$ cat config.mk
export PLATFORM = sky130hd
export DESIGN_NAME = tjmono_direct_tx
export DESIGN_NICKNAME = d
export VERILOG_FILES = /design/src/rtl/tjmono_direct_tx.sv
export SDC_FILE = /design/constraint.sdc
export NUM_CORES = 1
export LEC_CHECK = 0
export BUFFER_PORTS_ARGS = -buffer_cell sky130_fd_sc_hd__buf_2
export CAP_MARGIN = 20
export CORE_UTILIZATION = 50
export CTS_CLUSTER_DIAMETER = 40
export DETAILED_ROUTE_END_ITERATION = 10
export HOLD_SLACK_MARGIN = 0.03
export PLACE_DENSITY = 0.72
export RECOVER_POWER = 50
export SLEW_MARGIN = 40
export SYNTH_ARGS = -nofsm -noshare
export SYNTH_HDL_FRONTEND = slang
export SYNTH_SLANG_ARGS = --single-unit
$ cat constraint.sdc
create_clock -name CLK -period 4 [get_ports CLK]
set_clock_uncertainty 0.1 [all_clocks]
set_input_delay 1 -clock CLK [delete_from_list [all_inputs] [get_ports CLK]]
set_output_delay 1 -clock CLK [all_outputs]
set_load 0.02 [all_outputs]
$ cat src/rtl/tjmono_direct_tx.sv
// -----------------------------------------------------------------------------
// tjmono_direct_tx
//
// Chip-side responder for the direct (token/freeze/read) readout interface.
// Hit words from a hit generator are buffered in a small FIFO. TOKEN tells the
// DAQ that a readable word is waiting. Each READ rising edge pops one word and
// shifts it out MSB first on DATA. FREEZE snapshots the current FIFO contents:
// while frozen, only the snapshotted words are readable, and words pushed
// during the freeze become visible when FREEZE drops.
//
// Ports
//   CLK           serial/readout clock; all logic runs on its rising edge
//   RESETB        asynchronous active-low reset
//   HIT_VALID     hit word offered on HIT_DATA
//   HIT_DATA      hit word {col[8:0], row[8:0], le[6:0], te[6:0]}
//   HIT_READY     FIFO can accept a word (registered, 0 while in reset)
//   FREEZE        freeze request from the readout
//   READ          read strobe; each rising edge requests one word
//   TOKEN         a readable hit is available
//   DATA          serial data, MSB first
//   BUSY          a word is being shifted out
//   OVERFLOW_CNT  hits dropped because the FIFO was full (saturating)
//   READ_ERR_CNT  READ edges that were ignored (saturating)
// -----------------------------------------------------------------------------
module tjmono_direct_tx #(
    parameter int DATA_WIDTH = 32,
    parameter int DEPTH      = 16,
    parameter int CNT_WIDTH  = 8
) (
    input  logic                  CLK,
    input  logic                  RESETB,
    input  logic                  HIT_VALID,
    input  logic [DATA_WIDTH-1:0] HIT_DATA,
    output logic                  HIT_READY,
    input  logic                  FREEZE,
    input  logic                  READ,
    output logic                  TOKEN,
    output logic                  DATA,
    output logic                  BUSY,
    output logic [CNT_WIDTH-1:0]  OVERFLOW_CNT,
    output logic [CNT_WIDTH-1:0]  READ_ERR_CNT
);

    // Pointer width, occupancy width (one extra bit so "full" is representable)
    // and bit-counter width.
    localparam int AW = (DEPTH > 1) ? $clog2(DEPTH) : 1;
    localparam int OW = AW + 1;
    localparam int BW = (DATA_WIDTH > 1) ? $clog2(DATA_WIDTH) : 1;

    localparam logic [OW-1:0] FULL_LVL = OW'(DEPTH);
    localparam logic [BW-1:0] LAST_BIT = BW'(DATA_WIDTH - 1);

    typedef enum logic {
        IDLE  = 1'b0,
        SHIFT = 1'b1
    } state_t;

    // -------------------------------------------------------------------------
    // State
    // -------------------------------------------------------------------------
    logic [DATA_WIDTH-1:0] mem [DEPTH];

    logic [AW-1:0]         wr_ptr_q,     wr_ptr_d;
    logic [AW-1:0]         rd_ptr_q,     rd_ptr_d;
    logic [OW-1:0]         occ_q,        occ_d;
    logic [OW-1:0]         frozen_cnt_q, frozen_cnt_d;
    logic                  frozen_q,     frozen_d;
    logic                  read_dly_q;
    logic                  freeze_dly_q;
    logic                  token_q,      token_d;
    logic                  busy_q,       busy_d;
    logic                  hit_ready_q,  hit_ready_d;
    logic [DATA_WIDTH-1:0] sreg_q,       sreg_d;
    logic [BW-1:0]         bit_cnt_q,    bit_cnt_d;
    state_t                state_q,      state_d;
    logic [CNT_WIDTH-1:0]  ovf_cnt_q,    ovf_cnt_d;
    logic [CNT_WIDTH-1:0]  rd_err_cnt_q, rd_err_cnt_d;

    // -------------------------------------------------------------------------
    // Edge detection and handshake decode
    // -------------------------------------------------------------------------
    logic rise_rd;
    logic rise_fz;
    logic fall_fz;
    logic full;
    logic push;
    logic pop;

    assign rise_rd = READ & ~read_dly_q;
    assign rise_fz = FREEZE & ~freeze_dly_q;
    assign fall_fz = ~FREEZE & freeze_dly_q;
    assign full    = (occ_q == FULL_LVL);

    // HIT_READY is a registered !full, so a pop in this cycle cannot make
    // room for a push in the same cycle.
    assign push    = HIT_VALID & hit_ready_q;

    // A READ edge is served only from IDLE and only if TOKEN was already set
    // before this edge; TOKEN already accounts for the freeze snapshot.
    assign pop     = (state_q == IDLE) & rise_rd & token_q;

    // -------------------------------------------------------------------------
    // Next-state logic
    // -------------------------------------------------------------------------
    // NOTE: every variable assigned here gets a default first, so no path can
    // leave one unassigned and infer a latch.
    always_comb begin
        wr_ptr_d     = wr_ptr_q;
        rd_ptr_d     = rd_ptr_q;
        occ_d        = occ_q;
        frozen_cnt_d = frozen_cnt_q;
        frozen_d     = frozen_q;
        token_d      = token_q;
        busy_d       = busy_q;
        sreg_d       = sreg_q;
        bit_cnt_d    = bit_cnt_q;
        state_d      = state_q;
        ovf_cnt_d    = ovf_cnt_q;
        rd_err_cnt_d = rd_err_cnt_q;
        hit_ready_d  = hit_ready_q;

        // FIFO pointers wrap naturally because DEPTH is a power of two.
        if (push) begin
            wr_ptr_d = wr_ptr_q + AW'(1);
        end
        if (pop) begin
            rd_ptr_d = rd_ptr_q + AW'(1);
        end

        unique case ({push, pop})
            2'b10:   occ_d = occ_q + OW'(1);
            2'b01:   occ_d = occ_q - OW'(1);
            default: occ_d = occ_q;
        endcase

        // Snapshot: the word popped on the freeze edge has already left, and
        // a word pushed on the same edge arrives after the snapshot.
        if (rise_fz) begin
            frozen_d     = 1'b1;
            frozen_cnt_d = occ_q - OW'(pop);
        end else begin
            if (fall_fz) begin
                frozen_d = 1'b0;
            end
            if (frozen_q && pop && (frozen_cnt_q != '0)) begin
                frozen_cnt_d = frozen_cnt_q - OW'(1);
            end
        end

        // TOKEN reflects what is readable after this edge.
        token_d     = frozen_d ? (frozen_cnt_d != '0) : (occ_d != '0);
        hit_ready_d = (occ_d != FULL_LVL);

        // Serialiser. DATA is the MSB of sreg; sreg is cleared on return to
        // IDLE so DATA idles low.
        unique case (state_q)
            IDLE: begin
                if (pop) begin
                    state_d   = SHIFT;
                    sreg_d    = mem[rd_ptr_q];
                    bit_cnt_d = LAST_BIT;
                    busy_d    = 1'b1;
                end
            end
            SHIFT: begin
                if (bit_cnt_q == '0) begin
                    state_d = IDLE;
                    sreg_d  = '0;
                    busy_d  = 1'b0;
                end else begin
                    sreg_d    = sreg_q << 1;
                    bit_cnt_d = bit_cnt_q - BW'(1);
                end
            end
            default: begin
                state_d = IDLE;
                sreg_d  = '0;
                busy_d  = 1'b0;
            end
        endcase

        // Error counters saturate at all-ones.
        if (HIT_VALID && full && (ovf_cnt_q != '1)) begin
            ovf_cnt_d = ovf_cnt_q + CNT_WIDTH'(1);
        end
        if (rise_rd && !pop && (rd_err_cnt_q != '1)) begin
            rd_err_cnt_d = rd_err_cnt_q + CNT_WIDTH'(1);
        end
    end

    // -------------------------------------------------------------------------
    // Registers
    // -------------------------------------------------------------------------
    // NOTE: sequential state uses non-blocking assignments so every flop
    // samples the pre-edge values regardless of statement order.
    always_ff @(posedge CLK or negedge RESETB) begin
        if (!RESETB) begin
            wr_ptr_q     <= '0;
            rd_ptr_q     <= '0;
            occ_q        <= '0;
            frozen_cnt_q <= '0;
            frozen_q     <= 1'b0;
            read_dly_q   <= 1'b0;
            freeze_dly_q <= 1'b0;
            token_q      <= 1'b0;
            busy_q       <= 1'b0;
            hit_ready_q  <= 1'b0;
            sreg_q       <= '0;
            bit_cnt_q    <= '0;
            state_q      <= IDLE;
            ovf_cnt_q    <= '0;
            rd_err_cnt_q <= '0;
        end else begin
            wr_ptr_q     <= wr_ptr_d;
            rd_ptr_q     <= rd_ptr_d;
            occ_q        <= occ_d;
            frozen_cnt_q <= frozen_cnt_d;
            frozen_q     <= frozen_d;
            read_dly_q   <= READ;
            freeze_dly_q <= FREEZE;
            token_q      <= token_d;
            busy_q       <= busy_d;
            hit_ready_q  <= hit_ready_d;
            sreg_q       <= sreg_d;
            bit_cnt_q    <= bit_cnt_d;
            state_q      <= state_d;
            ovf_cnt_q    <= ovf_cnt_d;
            rd_err_cnt_q <= rd_err_cnt_d;
        end
    end

    // NOTE: the FIFO storage has no reset; the pointers and occupancy define
    // which entries are valid, so stale contents are never read.
    always_ff @(posedge CLK) begin
        if (push) begin
            mem[wr_ptr_q] <= HIT_DATA;
        end
    end

    // -------------------------------------------------------------------------
    // Outputs
    // -------------------------------------------------------------------------
    assign HIT_READY    = hit_ready_q;
    assign TOKEN        = token_q;
    assign DATA         = sreg_q[DATA_WIDTH-1];
    assign BUSY         = busy_q;
    assign OVERFLOW_CNT = ovf_cnt_q;
    assign READ_ERR_CNT = rd_err_cnt_q;

endmodule

=== After elaboration in Yosys (flattened, before gate mapping) ===
Memories as Yosys holds them, arrays and structs flattened.
Cells that the tools add are included.

* Add/sub/neg operators: 9
* Multiply operators: 0
* Divide/modulo/power cells: 0
* Magnitude comparators: 0
* Eq/ne operators: 9
* Shift operators: 0
* Mux-type cells: 20
* Bitwise logic cells: 10
* Reductions and logical operators: 13

{| class="wikitable"
|+ Operator list
! kind !! number
|-
| 32-bit two-way mux || 2
|-
| 32-bit case mux with 2 select lines || 1
|-
| 5-bit two-way mux || 4
|-
| 5-bit case mux with 2 select lines || 2
|-
| 8-bit by 1-bit adder with 8-bit output (second input constant) || 2
|-
| 8-bit inequality test (second input constant) || 2
|-
| 5-bit nonzero test || 3
|-
| 5-bit by 1-bit subtractor with 5-bit output (second input constant) || 3
|-
| 1-bit two-way mux || 9
|-
| 4-bit by 1-bit adder with 4-bit output (second input constant) || 2
|-
| 1-bit AND || 6
|-
| 1-bit logical AND || 6
|-
| 5-bit by 1-bit adder with 5-bit output (second input constant) || 1
|-
| 5-bit equality test (second input constant) || 1
|-
| 5-bit zero test || 1
|-
| 5-bit inequality test (second input constant) || 1
|-
| 5-bit by 1-bit subtractor with 5-bit output || 1
|-
| 2-bit inequality test (second input constant) || 2
|-
| 1-bit inverter || 4
|-
| 1-bit case mux with 2 select lines || 2
|-
| 2-bit AND reduction || 2
|-
| 2-bit by 1-bit equality test with 1-bit output (second input constant) || 1
|-
| 2-bit equality test (second input constant) || 1
|-
| 2-bit by 1-bit inequality test with 1-bit output (second input constant) || 1
|-
| 1-bit zero test || 1
|}

* Register bits after elaboration: 78
* Bits in latches: 0
* Bits in writable memories: 512
* Memory bits (read-only): 0
* Bits of input ports: 37
* Output and inout bits: 20
* Memories kept: 1

{| class="wikitable"
|+ Memories
! name !! words !! bits a word !! read ports !! clocked after Yosys merged registers in !! wr ports !! RTL line !! RTL
|-
| mem || 16 || 32 || 1 || 0 || 1 || 61 || <nowiki>logic [DATA_WIDTH-1:0] mem [DEPTH];</nowiki>
|}

=== Logic depth before layout (Yosys ltp) ===
* Word-level depth: 10
* Depth in mapped cells: 15
* Gate-level depth less buffers: 11

=== Least setup slack after synthesis ===
Ideal clock, no wire load.

* Path kind: input port to flip-flop
* Start point: input port HIT_VALID
* End point: memory mem[3][0] (enable)
* Library setup time: 0.461 ns
* Data arrival time: 3.754 ns
* Path slack: -0.314 ns
* Cell stages on the path: 4
* Path buffers: 1
* Path through: and2_1 -> clkbuf_1 -> nand2_1 -> nor3_1

* Word-level cells in the longest chain between the ends: 3

{| class="wikitable"
|+ Ends and longest elaborated chain
! element !! RTL line !! RTL
|-
| from (decl) || 32 || <nowiki>input logic HIT_VALID,</nowiki>
|-
| 1-bit AND || 96 || <nowiki>assign push = HIT_VALID & hit_ready_q;</nowiki>
|-
| 1-bit two-way mux || 235 || <nowiki>if (push) begin</nowiki>
|-
| 1-bit two-way mux (implied by the code) || 236 || <nowiki>mem[wr_ptr_q] <= HIT_DATA;</nowiki>
|-
| to (decl) || 61 ||
|}

Every way passes these cells.

=== Final worst setup path ===
* Start point: input port HIT_VALID
* End point: register token_q (netlist: TOKEN)

* Word-level cells in the longest chain between the ends: 5
* Elaborated cells between the ends (all ways): 6

{| class="wikitable"
|+ Ends and longest elaborated chain
! element !! RTL line !! RTL
|-
| 1-bit AND * || 96 ||
|-
| 2-bit by 1-bit equality test with 1-bit output or 2-bit equality test (tied branches) || 130 || <nowiki>unique case ({push, pop})</nowiki>
|-
| 5-bit case mux with 2 select lines * || 130 ||
|-
| net occ_d[2] || 65 || <nowiki>logic [OW-1:0] occ_q, occ_d;</nowiki>
|-
| 5-bit nonzero test * || 151 || <nowiki>token_d = frozen_d ? (frozen_cnt_d != '0) : (occ_d != '0);</nowiki>
|-
| 1-bit two-way mux * || 151 ||
|-
| net token_d || 70 || <nowiki>logic token_q, token_d;</nowiki>
|-
| to (signal assigned) || 221 || <nowiki>token_q <= token_d;</nowiki>
|-
| to (decl) || 70 ||
|}

Mark *: on every way through the listed nets, which the timed path passes. The rest lies on a longest branch.
A chain may end at the register's enable or synchronous reset.

==> impl_metrics.env <==
export IMPL_postCtsSetupBuffers=0
export IMPL_vdd_drop_max_mv=0.423
export IMPL_clock_latency_ps=610
export IMPL_path_cells="buf_2 > and2_0 > inv_1 > ha_1 > xor2_1 > ha_1 > a21oi_1 > mux2i_1 > xnor2_1 > nor4b_1 > a32oi_1"
export IMPL_num_vias=11300
export IMPL_root_buffer="clkbuf_16"
export IMPL_fill_cells=3233
export IMPL_status="finished with violations"
export IMPL_io_pins=57
export IMPL_fp_dieH_um=217
export IMPL_setup_viol=0
export IMPL_cts_resized=0
export IMPL_worstSetupStartpoint="HIT_VALID"
export IMPL_hpwl_mm=27.4
export IMPL_finalCritPeriodShare_pct=82.3
export IMPL_ant_nets=0
export IMPL_path_common_cell="ha_1"
export IMPL_cp_max_fo=9
export IMPL_fmaxAchievable_ghz=0.304
export IMPL_synth_ff_type="edfxtp_1"
export IMPL_routed_via_density=5.93
export IMPL_cts_buffers=78
export IMPL_drt_iter0_markers=1304
export IMPL_avgSynthCellArea_um2=20.4
export IMPL_arrival_ps=3610
export IMPL_dr_pass1_iters=5
export IMPL_synthCells=1133
export IMPL_ff2ff_path_depth=7
export IMPL_synth_top_area_cell="edfxtp_1"
export IMPL_most_common_layout_cells="edfxtp_1, mux4_2, clkbuf_16"
export IMPL_crit_buf_inv=2
export IMPL_post_drt_wl_per_cell_um=25.0
export IMPL_final_common_cell="edfxtp_1"
export IMPL_htree_levels=3
export IMPL_rr_endpoint="sreg_q[9]"
export IMPL_grt_pass1_wl_mm=73.8
export IMPL_slowest_stage="and2_0"
export IMPL_design_core_area_um2=45500
export IMPL_synth_distinct_cells=50
export IMPL_maxCapViolCount=2
export IMPL_syn_num_nets=1185
export IMPL_critPathCapture="TOKEN"
export IMPL_grt_start_max_net_pins=52
export IMPL_portBuffers=56
export IMPL_synth_area_leaders="edfxtp_1, mux4_2, dfrtp_1, nand2_1, nor2_1"
export IMPL_clock_path_buffers=3
export IMPL_synthToLayoutAreaGrowth_pct=16.5
export IMPL_fin_util_pct=59.3
export IMPL_powerDensity_nw_per_um2=728
export IMPL_end_kind="flop"
export IMPL_cp_slowest_stage_delay_ps=490
export IMPL_synth_top_area_share_pct=66.5
export IMPL_fin_tns_setup_ps=0
export IMPL_die_w_um=217
export IMPL_grt_pass1_vias=11900
export IMPL_cts_sinks=590
export IMPL_worstSetupPathType="in -> reg"
export IMPL_required_ps=4320
export IMPL_critPathTopFamily="simple AND/OR/NAND/NOR gates"
export IMPL_fin_nets=1302
export IMPL_seq_area_frac_synth_pct=74.9
export IMPL_path_clk_slew_ps=50
export IMPL_hp_class="in -> async"
export IMPL_drive_above_1_share_pct=28.2
export IMPL_antenna_found_initial=2
export IMPL_start_util_pct=50.9
export IMPL_track_usage_pct=21.3
export IMPL_setup_worst_path_start_class="input pin"
export IMPL_rsz0062_at_grt="no"
export IMPL_routabilityCongestion=0.811
export IMPL_power_leakage_nw=8.96
export IMPL_synth_edf_count=512
export IMPL_slew_headroom_pct=-30.7
export IMPL_worst_pin_slew_ps=1960
export IMPL_yosys_warnings=0
export IMPL_grt_overflow_total=0
export IMPL_r2r_start="state_q"
export IMPL_async_reset_ff_share_pct=13.2
export IMPL_crit_cells=11
export IMPL_drc=0
export IMPL_layout_setup_ws_ps=709
export IMPL_violations="max-capacitance violations, max-slew violations"
export IMPL_r2r_slack_ps=760
export IMPL_syn_area_um2=23100
export IMPL_die_area_um2=47100
export IMPL_rows=78
export IMPL_ys_ff_latch=590
export IMPL_finalHoldViolCount=0
export IMPL_fin_crit_ps=3290
export IMPL_wl_mm=47.7
export IMPL_hold_buffers=0
export IMPL_cts_tree="done"
export IMPL_power_mw=19.6
export IMPL_drv_slew=78
export IMPL_preCtsSetupSlack_ps=304
-- cell families (layout without fill, tap and decap cells) --
kind of cell / count (synthesis) / in the layout / share of synthesized area, %
compound gates: 78 / 78 / 2.09
flops: 590 / 590 / 74.9
xor+xnor: 28 / 28 / 1.06
fa+ha+maj: 15 / 15 / 0.811
simple gates: 177 / 177 / 3.61
other cells: 0 / 1 / 0
buf+inv: 80 / 259 / 1.70
mux: 165 / 165 / 15.8
-- Yosys cell counts, types with 2 or more instances --
cell type  count
or2_2          3
o21ai_1       16
nor2b_1        4
or4b_1         2
nor3b_1        2
o21ai_0        7
xor2_1         7
nand3_1        3
ha_1          15
mux2i_1        2
inv_1         17
clkinv_1       2
xnor2_1       21
buf_6         10
mux2_2         3
a211oi_1      15
and3b_1        2
nor2_1        53
a31oi_1        5
nand2b_1       6
clkbuf_1      25
nand4_1       12
nand2_1       54
buf_2         11
a32oi_1        2
nor3_1        24
dfrtp_1       78
buf_1         14
a21oi_1       22
mux4_2       160
edfxtp_1     512
and3_1         6
-- state kept, by name, summed over array words and instances, names as in the netlist --
register      cells
wr_ptr_q          4
mem             512
TOKEN             1
rd_ptr_q          4
OVERFLOW_CNT      8
HIT_READY         1
bit_cnt_q         5
occ_q             5
read_dly_q        1
freeze_dly_q      1
frozen_cnt_q      5
sreg_q           32
state_q           1
BUSY              1
frozen_q          1
READ_ERR_CNT      8
-- area by class of cell --
class	instances	area [um2]	share of cell area [%]
Timing Repair Buffer	98	673	2.50
Clock buffer	95	2080	7.71
Antenna cell	1	2.50	0.00928
Multi-Input combinational cell	463	5560	20.6
Sequential cell	590	17300	64.3
Tap cell	600	751	2.79
Clock inverter	47	474	1.76
Inverter	19	71.3	0.265
-- metal layers --
| metal | up-vias | wire, um | part of all wire, % | track usage, % |
|---|---|---|---|---|
| li1 | 4857 | - | - | - |
| met1 | 5929 | 19900 | 42 | 30.2 |
| met4 | 2 | 1110 | 2.3 | 6.27 |
| met5 | - | 17 | 0.036 | 0 |
| met3 | 95 | 3700 | 7.7 | 4.95 |
| met2 | 456 | 23100 | 48 | 33.2 |
-- metrics by stage --
stage | std cells | instance area [um2] | hold slack, ps
after floorplan | 1133 | 23100 | 356
after global placement | 1769 | 24400 | 369
after detailed placement | 1770 | 24500 | 378
after CTS | 1912 | 27000 | 340
after global routing | 1912 | 27000 | 375
final | 1913 | 27000 | 340
-- how the worst min path moves through the flow --
stage | to | cells after the start | startpoint
after global routing | OVERFLOW_CNT[6] | 1 | RESETB
after floorplan | sreg_q[17] | 2 | sreg_q[16]
after global placement | sreg_q[5] | 2 | sreg_q[4]
after CTS | OVERFLOW_CNT[6] | 1 | RESETB
after detailed placement | READ_ERR_CNT[7] | 1 | READ_ERR_CNT[7]
final | OVERFLOW_CNT[6] | 1 | RESETB
-- power breakdown --
part,internal [mW],total (mW),leakage (nW),switching [mW]
Clock,4.13,6.76,1.23,2.62
Sequential,7.57,8.20,5.58,0.634
Combinational,2.29,4.67,2.15,2.38
Total,14.0,19.6,8.96,5.63
-- worst register-to-register path, stage by stage, from the launching register on --
cell	delay, ps
dfrtp_1	330
clkbuf_1	1160
clkinv_1	210
buf_4	300
a31oi_4	450
buf_8	250
nand2_1	100
a211oi_1	230
No activity file was read; power rests on OpenSTA's default activity.
